<file path="src/rtl/lfsr_pkg.sv">
// Shared types and constants for the LFSR sequencer and its step counter.
// Combinational definitions only; no latency or flow control of its own.
package lfsr_pkg;
    localparam int LFSR_W = 8;
    localparam logic [LFSR_W-1:0] LFSR_TAPS = 8'hC8;

    typedef enum logic [1:0] {
        IDLE = 2'd0,
        LOAD = 2'd1,
        RUN  = 2'd2,
        DONE = 2'd3
    } state_e;
endpackage

</file>
<file path="src/rtl/lfsr_step_cnt.sv">
// Step down-counter with a registered last flag; zero latency, load wins over decrement.
// The flag mirrors count==1, so RUN can leave on the cycle of its final step without a compare in the FSM.
module lfsr_step_cnt #(
    parameter int CNT_W = 8
) (
    input  logic             clk_i,
    input  logic             rst_i,
    input  logic             load_i,
    input  logic [CNT_W-1:0] load_val_i,
    input  logic             dec_i,
    output logic             last_o
);
    logic [CNT_W-1:0] cnt_q;
    logic             last_q;

    always_ff @(posedge clk_i or posedge rst_i) begin
        if (rst_i) begin
            cnt_q  <= '0;
            last_q <= 1'b0;
        end else if (load_i) begin
            cnt_q  <= load_val_i;
            last_q <= (load_val_i == CNT_W'(1));
        end else if (dec_i && cnt_q != '0) begin
            cnt_q  <= cnt_q - CNT_W'(1);
            last_q <= (cnt_q == CNT_W'(2));
        end
    end

    assign last_o = last_q;
endmodule

</file>
<file path="src/rtl/lfsr_seq_ctrl.sv">
// Runs one seed/step job on an owned LFSR; response is valid N+2 cycles after acceptance.
// One job in flight: req_ready_o low outside IDLE, result held in DONE until rsp_ready_i.
module lfsr_seq_ctrl
    import lfsr_pkg::*;
#(
    parameter int CNT_W = 8
) (
    input  logic              clk_i,
    input  logic              rst_i,
    input  logic              req_valid_i,
    output logic              req_ready_o,
    input  logic [LFSR_W-1:0] req_seed_i,
    input  logic [CNT_W-1:0]  req_steps_i,
    input  logic              abort_i,
    output logic              rsp_valid_o,
    input  logic              rsp_ready_i,
    output logic [LFSR_W-1:0] rsp_data_o,
    output logic              rsp_zero_o,
    output logic              busy_o,
    output logic              lfsr_load_o,
    output logic [LFSR_W-1:0] lfsr_val_o,
    output logic              lfsr_step_o,
    input  logic [LFSR_W-1:0] lfsr_result_i
);
    state_e            state_q;
    logic              ready_q, load_q, step_q, valid_q, busy_q;
    logic [LFSR_W-1:0] seed_q;
    logic              zero_q, steps_nz_q;
    logic              accept;
    logic              last;

    assign accept = (state_q == IDLE) && ready_q && req_valid_i;

    lfsr_step_cnt #(.CNT_W(CNT_W)) u_step_cnt (
        .clk_i      (clk_i),
        .rst_i      (rst_i),
        .load_i     (accept),
        .load_val_i (req_steps_i),
        .dec_i      (step_q),
        .last_o     (last)
    );

    // Strobes are registered alongside the state so each one is a pure function of the current state.
    always_ff @(posedge clk_i or posedge rst_i) begin
        if (rst_i) begin
            state_q    <= IDLE;
            ready_q    <= 1'b0;
            load_q     <= 1'b0;
            step_q     <= 1'b0;
            valid_q    <= 1'b0;
            busy_q     <= 1'b0;
            seed_q     <= '0;
            zero_q     <= 1'b0;
            steps_nz_q <= 1'b0;
        end else begin
            unique case (state_q)
                IDLE: begin
                    ready_q <= 1'b1;
                    if (accept) begin
                        seed_q     <= req_seed_i;
                        zero_q     <= (req_seed_i == '0);
                        steps_nz_q <= (req_steps_i != '0);
                        state_q    <= LOAD;
                        ready_q    <= 1'b0;
                        load_q     <= 1'b1;
                        busy_q     <= 1'b1;
                    end
                end
                LOAD: begin
                    load_q <= 1'b0;
                    if (abort_i) begin
                        state_q <= IDLE;
                        busy_q  <= 1'b0;
                        ready_q <= 1'b1;
                    end else if (steps_nz_q) begin
                        state_q <= RUN;
                        step_q  <= 1'b1;
                    end else begin
                        state_q <= DONE;
                        valid_q <= 1'b1;
                    end
                end
                RUN: begin
                    if (abort_i) begin
                        state_q <= IDLE;
                        step_q  <= 1'b0;
                        busy_q  <= 1'b0;
                        ready_q <= 1'b1;
                    end else if (last) begin
                        state_q <= DONE;
                        step_q  <= 1'b0;
                        valid_q <= 1'b1;
                    end
                end
                DONE: begin
                    if (abort_i || rsp_ready_i) begin
                        state_q <= IDLE;
                        valid_q <= 1'b0;
                        busy_q  <= 1'b0;
                        ready_q <= 1'b1;
                    end
                end
                default: state_q <= IDLE;
            endcase
        end
    end

    assign req_ready_o = ready_q;
    assign rsp_valid_o = valid_q;
    assign rsp_data_o  = valid_q ? lfsr_result_i : '0;
    assign rsp_zero_o  = valid_q & zero_q;
    assign busy_o      = busy_q;
    assign lfsr_load_o = load_q;
    assign lfsr_val_o  = seed_q;
    assign lfsr_step_o = step_q;
endmodule

</file>
<file path="config.mk">
export PLATFORM = sky130hd
export DESIGN_NAME = lfsr_seq_ctrl
export DESIGN_NICKNAME = d
export VERILOG_FILES = /design/src/rtl/lfsr_pkg.sv /design/src/rtl/lfsr_step_cnt.sv /design/src/rtl/lfsr_seq_ctrl.sv
export SDC_FILE = /design/constraint.sdc
export NUM_CORES = 1
export LEC_CHECK = 0
export BUFFER_PORTS_ARGS = -buffer_cell sky130_fd_sc_hd__buf_2
export CORE_MARGIN = 4
export CORE_UTILIZATION = 40
export DETAILED_ROUTE_END_ITERATION = 10
export GPL_ROUTABILITY_DRIVEN = 0
export GPL_TIMING_DRIVEN = 0
export PLACE_DENSITY = 0.66
export SLEW_MARGIN = 10
export SYNTH_ARGS = -nofsm -noshare
export SYNTH_HDL_FRONTEND = slang
export SYNTH_SLANG_ARGS = --single-unit
</file>
<file path="constraint.sdc">
create_clock -name clk_i -period 2 [get_ports clk_i]
set_clock_uncertainty 0.05 [all_clocks]
set_input_delay 0 -clock clk_i [delete_from_list [all_inputs] [get_ports clk_i]]
set_output_delay 0 -clock clk_i [all_outputs]
set_load 0.02 [all_outputs]
</file>
Word-level counts from Yosys, hierarchy flattened. Cells that the tools add are included.

Word-level logic and storage cells: 78. Flip-flop bits (word level): 26.

Eq/ne operators: 14. Reduce and logical (&&, ||, !) cells: 20. Bitwise operators: 1. Add/sub/neg operators: 1. Multiplexer cells: 31.

Operator list (count): 2-to-1 mux 8 bit (3); 2-to-1 mux 1 bit (17); nonzero test 8 bit (2); != test 2 bit (second input constant) (6); 2-to-1 mux 2 bit (5); one-hot mux 1 bit (3 select lines) (3); equality test 8 x 1 -> 1 bit (second input constant) (1); equality test 8 x 2 -> 1 bit (second input constant) (1); logical NOT 8 bit (1); one-hot mux 2 bit (4 select lines) (1); subtractor 8 x 1 -> 8 bit (second input constant) (1); AND reduction 2 bit (3); AND reduction 3 bit (2); AND reduction 6 bit (1); nonzero test 2 bit (3); equality test 2 bit (second input constant) (2); != test 2 x 1 -> 1 bit (second input constant) (2); one-hot mux 1 bit (2 select lines) (2); AND reduction 4 bit (1); logical AND 1 bit (3); != test 3 x 2 -> 1 bit (second input constant) (1); nonzero test 3 bit (1); equality test 2 x 1 -> 1 bit (second input constant) (1); logical NOT 2 bit (1); other kinds (3) (3).

Logic depth before layout (Yosys ltp).
Word-level depth: 5. Gate-level depth with buffers: 7.

By module. A second synthesis with hierarchy kept.

Cells, all modules: 171. Area, all modules: 1550.2 µm².

By module, submodules not included: lfsr_seq_ctrl (area an instance 915.9 µm², cells each 104, instances 1, sequential area each 425.4 µm²); lfsr_step_cnt (area an instance 634.4 µm², cells each 67, instances 1, sequential area each 225.2 µm²).

Worst setup path after synthesis. Ideal clock, no wire load.

Path type: register -> register. From: reg u_step_cnt.cnt_q[2]. To: reg u_step_cnt.cnt_q[7]. Buffers on the path: 0. Period minus slack after synthesis: 1.846 ns. Arrival time: 1.726 ns. Stages on the path, launching flop included: 5. Slack: 0.154 ns. Library setup time: 0.070 ns. Cell sequence: dfrtp_1 -> or4_4 -> or3_1 -> or4_1 -> nand3_1.

Longest elaborated chain between the ends: 3.

Ends and longest elaborated chain: start, declared (RTL line lfsr_step_cnt.sv:13) `logic [CNT_W-1:0] cnt_q;`; start signal, assigned (RTL line lfsr_step_cnt.sv:21) `cnt_q <= load_val_i;`; start signal, assigned (RTL line lfsr_step_cnt.sv:24) `cnt_q <= cnt_q - CNT_W'(1);`; subtractor 8 x 1 -> 8 bit / nonzero test 8 bit (equally long branches) (RTL line lfsr_step_cnt.sv:24, lfsr_step_cnt.sv:23); 2-to-1 mux 8 bit / logical AND 1 bit (equally long branches) (RTL line lfsr_step_cnt.sv:23) `end else if (dec_i && cnt_q != '0) begin`; 2-to-1 mux 8 bit / nonzero test 2 bit (equally long branches).

Several ways; a longest one is shown, not always the timed one. The select of a mux whose other input is x is not followed. A chain may end at the register's enable or synchronous reset.

Final worst setup path.
From: reg u_step_cnt.cnt_q[5]. To: reg u_step_cnt.cnt_q[7].

Same word-level chain as after synthesis.

==> metrics.cfg <==
[power]
power_frac_clock=0.157
power.internal_mw=1.57
power_density_mw_per_mm2=1330
p_leak_nw=1.03
p_total_mw=2.74
pwr-share-seq=0.353
power_frac_comb=0.489
ir_drop_mv=0.609
switchingPower_mw=1.17
p_sw_frac=0.428

[cells_and_area]
layout_commonest_cell=buf_2
area.growth.synth_to_final_pct=37.3
mostFrequentLayoutCells=buf_2 (50), nand2_1 (37), dfrtp_1 (25)
num-fill-cells=346
nets=284
drive_gt1_frac=0.264
num_antenna_cells=0
final_area_mm2=0.00206

[timing]
drv_slew=0
rsz0062_at_grt=false
finalCritPeriodShare=0.964
max_slew_margin=0.365
finalHoldViolCount=0
finalSetupViolCount=0
whs_ns=0.0462
worstMarginPinSlew_ns=0.952
min_period_ns=1.93
fmax_mhz=519

[critical_path]
end_kind=flop
path_max_fanout=5
rr_endpoint=u_step_cnt.cnt_q[7]$_DFFE_PP0P_
crit_family=simple AND/OR/NAND/NOR gates
reg2reg_setup_slack_ns=0.07
crit_type=flop to flop
cp_cell_sequence=or4_4, or3_1, or4_1, nand3_1
crit_cells=4
critPathRequiredTime_ns=2.16
crit_slowest_cell=or4_4
worstRegToRegCells=4
worstReg2RegStart=u_step_cnt.cnt_q[5]$_DFFE_PP0P_
crit_buf_inv=0
max_stage_delay_ns=0.58
worstPathArrival_ns=2.09
cp-start-kind=flop

[placement]
dpl_cell_area_mm2=0.00181
portBuffers=50
dp_hpwl_mm=2.79

[yosys]
syn_area_per_cell_um2=8.57
syn_area_mm2=0.00150
ys_async_sr_fraction=1.00
synth.ff_latch_count=26
netlist.area_leader.share=0.434
syn_nets=212
synth_top_flop_cell=dfrtp_1
synth_cell_types=41
synth_top_cell_by_area=dfrtp_1
syn_inst=175
netlist_top_cells_area=dfrtp_1 (43%), nand2_1 (9.3%), ha_1 (6.7%)
ys_warn_count=0
ys_seq_area_frac=0.434
synth-edff-count=0

[global_route]
grt.met3_usage=0.0449
grt_pass1_wl_mm=6.59
busiest_layer=met2
grt_max_degree=27
grt_util_met2=0.266
first_global_vias=1381
track_usage=0.165
gr-usage-met1=0.215
grt_overflow=0
antenna_found_initial=0

[drt]
vias=1469
drtIter0Drc=112
ant_nets=0
routed_wl_mm=3.83
viasPerCell=5.03
dr.pass1.iters=5
avgRoutedWirePerCell_um=13.1
drc=0

[clock_network]
cts_buffers=3
clk_path_buf_depth=2
cts_tree=done
htree_levels=1
clock_latency_ns=0.27
path_clk_slew_ns=0.09
cts_setup_buffers=0
clkSinkCount=26
ctsRootBufferMaster=clkbuf_8

[worst_hold_path]
whs_path_depth=3
min_path_type=input port to flop
min_to=rsp_valid_o$_DFFE_PP0P_
min_from=rsp_ready_i

[die]
num_rows=21
start_util=0.432
die_w_um=69.2
core_mm2=0.00347
io_pins=51
die_area_mm2=0.00479
die_height_um=69.2

[run_status]
status=complete, no violations

[job]
maxCapViolCount=0

[through the flow]
| stage | util | cells | TNS (ns) | setup slack [ns] |
|---|---|---|---|---|
| 6_report | 0.593 | 292 | 0 | 0.0723 |
| 5_1_grt | 0.593 | 292 | 0 | 0.0129 |
| 3_5_place_dp | 0.521 | 271 | -0.366 | -0.0719 |
| 4_1_cts | 0.591 | 292 | 0 | 0.0367 |
| 2_1_floorplan | - | 175 | 0 | 0.154 |
| 3_3_place_gp | 0.521 | 271 | -0.331 | -0.0653 |
[cell usage after synthesis, types with 2 or more instances]
library cell  instances
a21oi_1               7
a31oi_1               3
and2_1                9
and3_1                2
clkbuf_1              5
dfrtp_1              26
ha_1                  8
inv_1                10
mux2i_1               2
nand2_1              37
nand3_1               8
nor2_1               14
nor2b_1               2
nor4_1                4
nor4b_1               2
o21a_1                2
o21ai_0               9
or3_1                 2
[area by class of cell]
class / count / area (um2) / share of cell area
Buffer: 5 / 23.8 / 0.0116
Clock inverter: 1 / 30.0 / 0.0146
Clock buffer: 3 / 41.3 / 0.0201
Tap cell: 46 / 57.6 / 0.0280
Multi-Input combinational cell: 134 / 796 / 0.387
Sequential cell: 26 / 652 / 0.317
Inverter: 10 / 37.5 / 0.0182
Timing Repair Buffer: 67 / 420 / 0.204
[how the worst max path moves through the flow]
stage,from,to,slack (ns)
2_1_floorplan,u_step_cnt.cnt_q[2]$_DFFE_PP0P_,u_step_cnt.cnt_q[7]$_DFFE_PP0P_,0.15
5_1_grt,u_step_cnt.cnt_q[5]$_DFFE_PP0P_,u_step_cnt.cnt_q[7]$_DFFE_PP0P_,0.01
3_5_place_dp,u_step_cnt.cnt_q[0]$_DFFE_PP0P_,u_step_cnt.cnt_q[0]$_DFFE_PP0P_,-0.07
6_report,u_step_cnt.cnt_q[5]$_DFFE_PP0P_,u_step_cnt.cnt_q[7]$_DFFE_PP0P_,0.07
3_3_place_gp,state_q[0]$_DFFE_PP0P_,u_step_cnt.cnt_q[4]$_DFFE_PP0P_,-0.07
4_1_cts,u_step_cnt.cnt_q[2]$_DFFE_PP0P_,u_step_cnt.cnt_q[7]$_DFFE_PP0P_,0.04
[power groups by stage]
stage               logic (mW)  clock network, mW  registers (mW)
floorplan                0.804                  0            1.07
global placement          1.29                  0           0.965
detailed placement        1.31                  0           0.964
CTS                       1.34              0.441           0.966
global route              1.52              0.457            1.00
finish                    1.34              0.431           0.968
[per-layer routing]
| layer | vias to the layer above | part of all wire |
|---|---|---|
| met5 | - | 0 |
| met4 | 0 | 0.021 |
| met3 | 8 | 0.048 |
| met2 | 32 | 0.48 |
| met1 | 677 | 0.45 |
| li1 | 752 | - |
[worst min-delay path, stage by stage]
cell     delay (ns)
buf_2          0.08
o21ai_0        0.06
a22o_1         0.18
[timing repair]
action                                 in CTS  in global routing
pin swaps                                   0                  1
gates cloned                                0                  0
resized for setup                           3                  6
endpoints found under the hold margin      45                  0
setup endpoints to repair                  15                 16
hold buffers                               17                  0
[cell families (layout without fill, tap and decap cells)]
| kind of cell | count (synthesis) | after routing | synth area share |
|---|---|---|---|
| adder cells (fa/ha/maj) | 8 | 8 | 0.0668 |
| AO/OA/AOI/OAI | 32 | 32 | 0.137 |
| multiplexers | 3 | 3 | 0.0209 |
| flip-flops | 26 | 26 | 0.434 |
| buffers and inverters | 15 | 86 | 0.0376 |
| AND/OR/NAND/NOR | 90 | 90 | 0.298 |
| XOR/XNOR | 1 | 1 | 0.00584 |
Power figures use the tool's default switching activity.
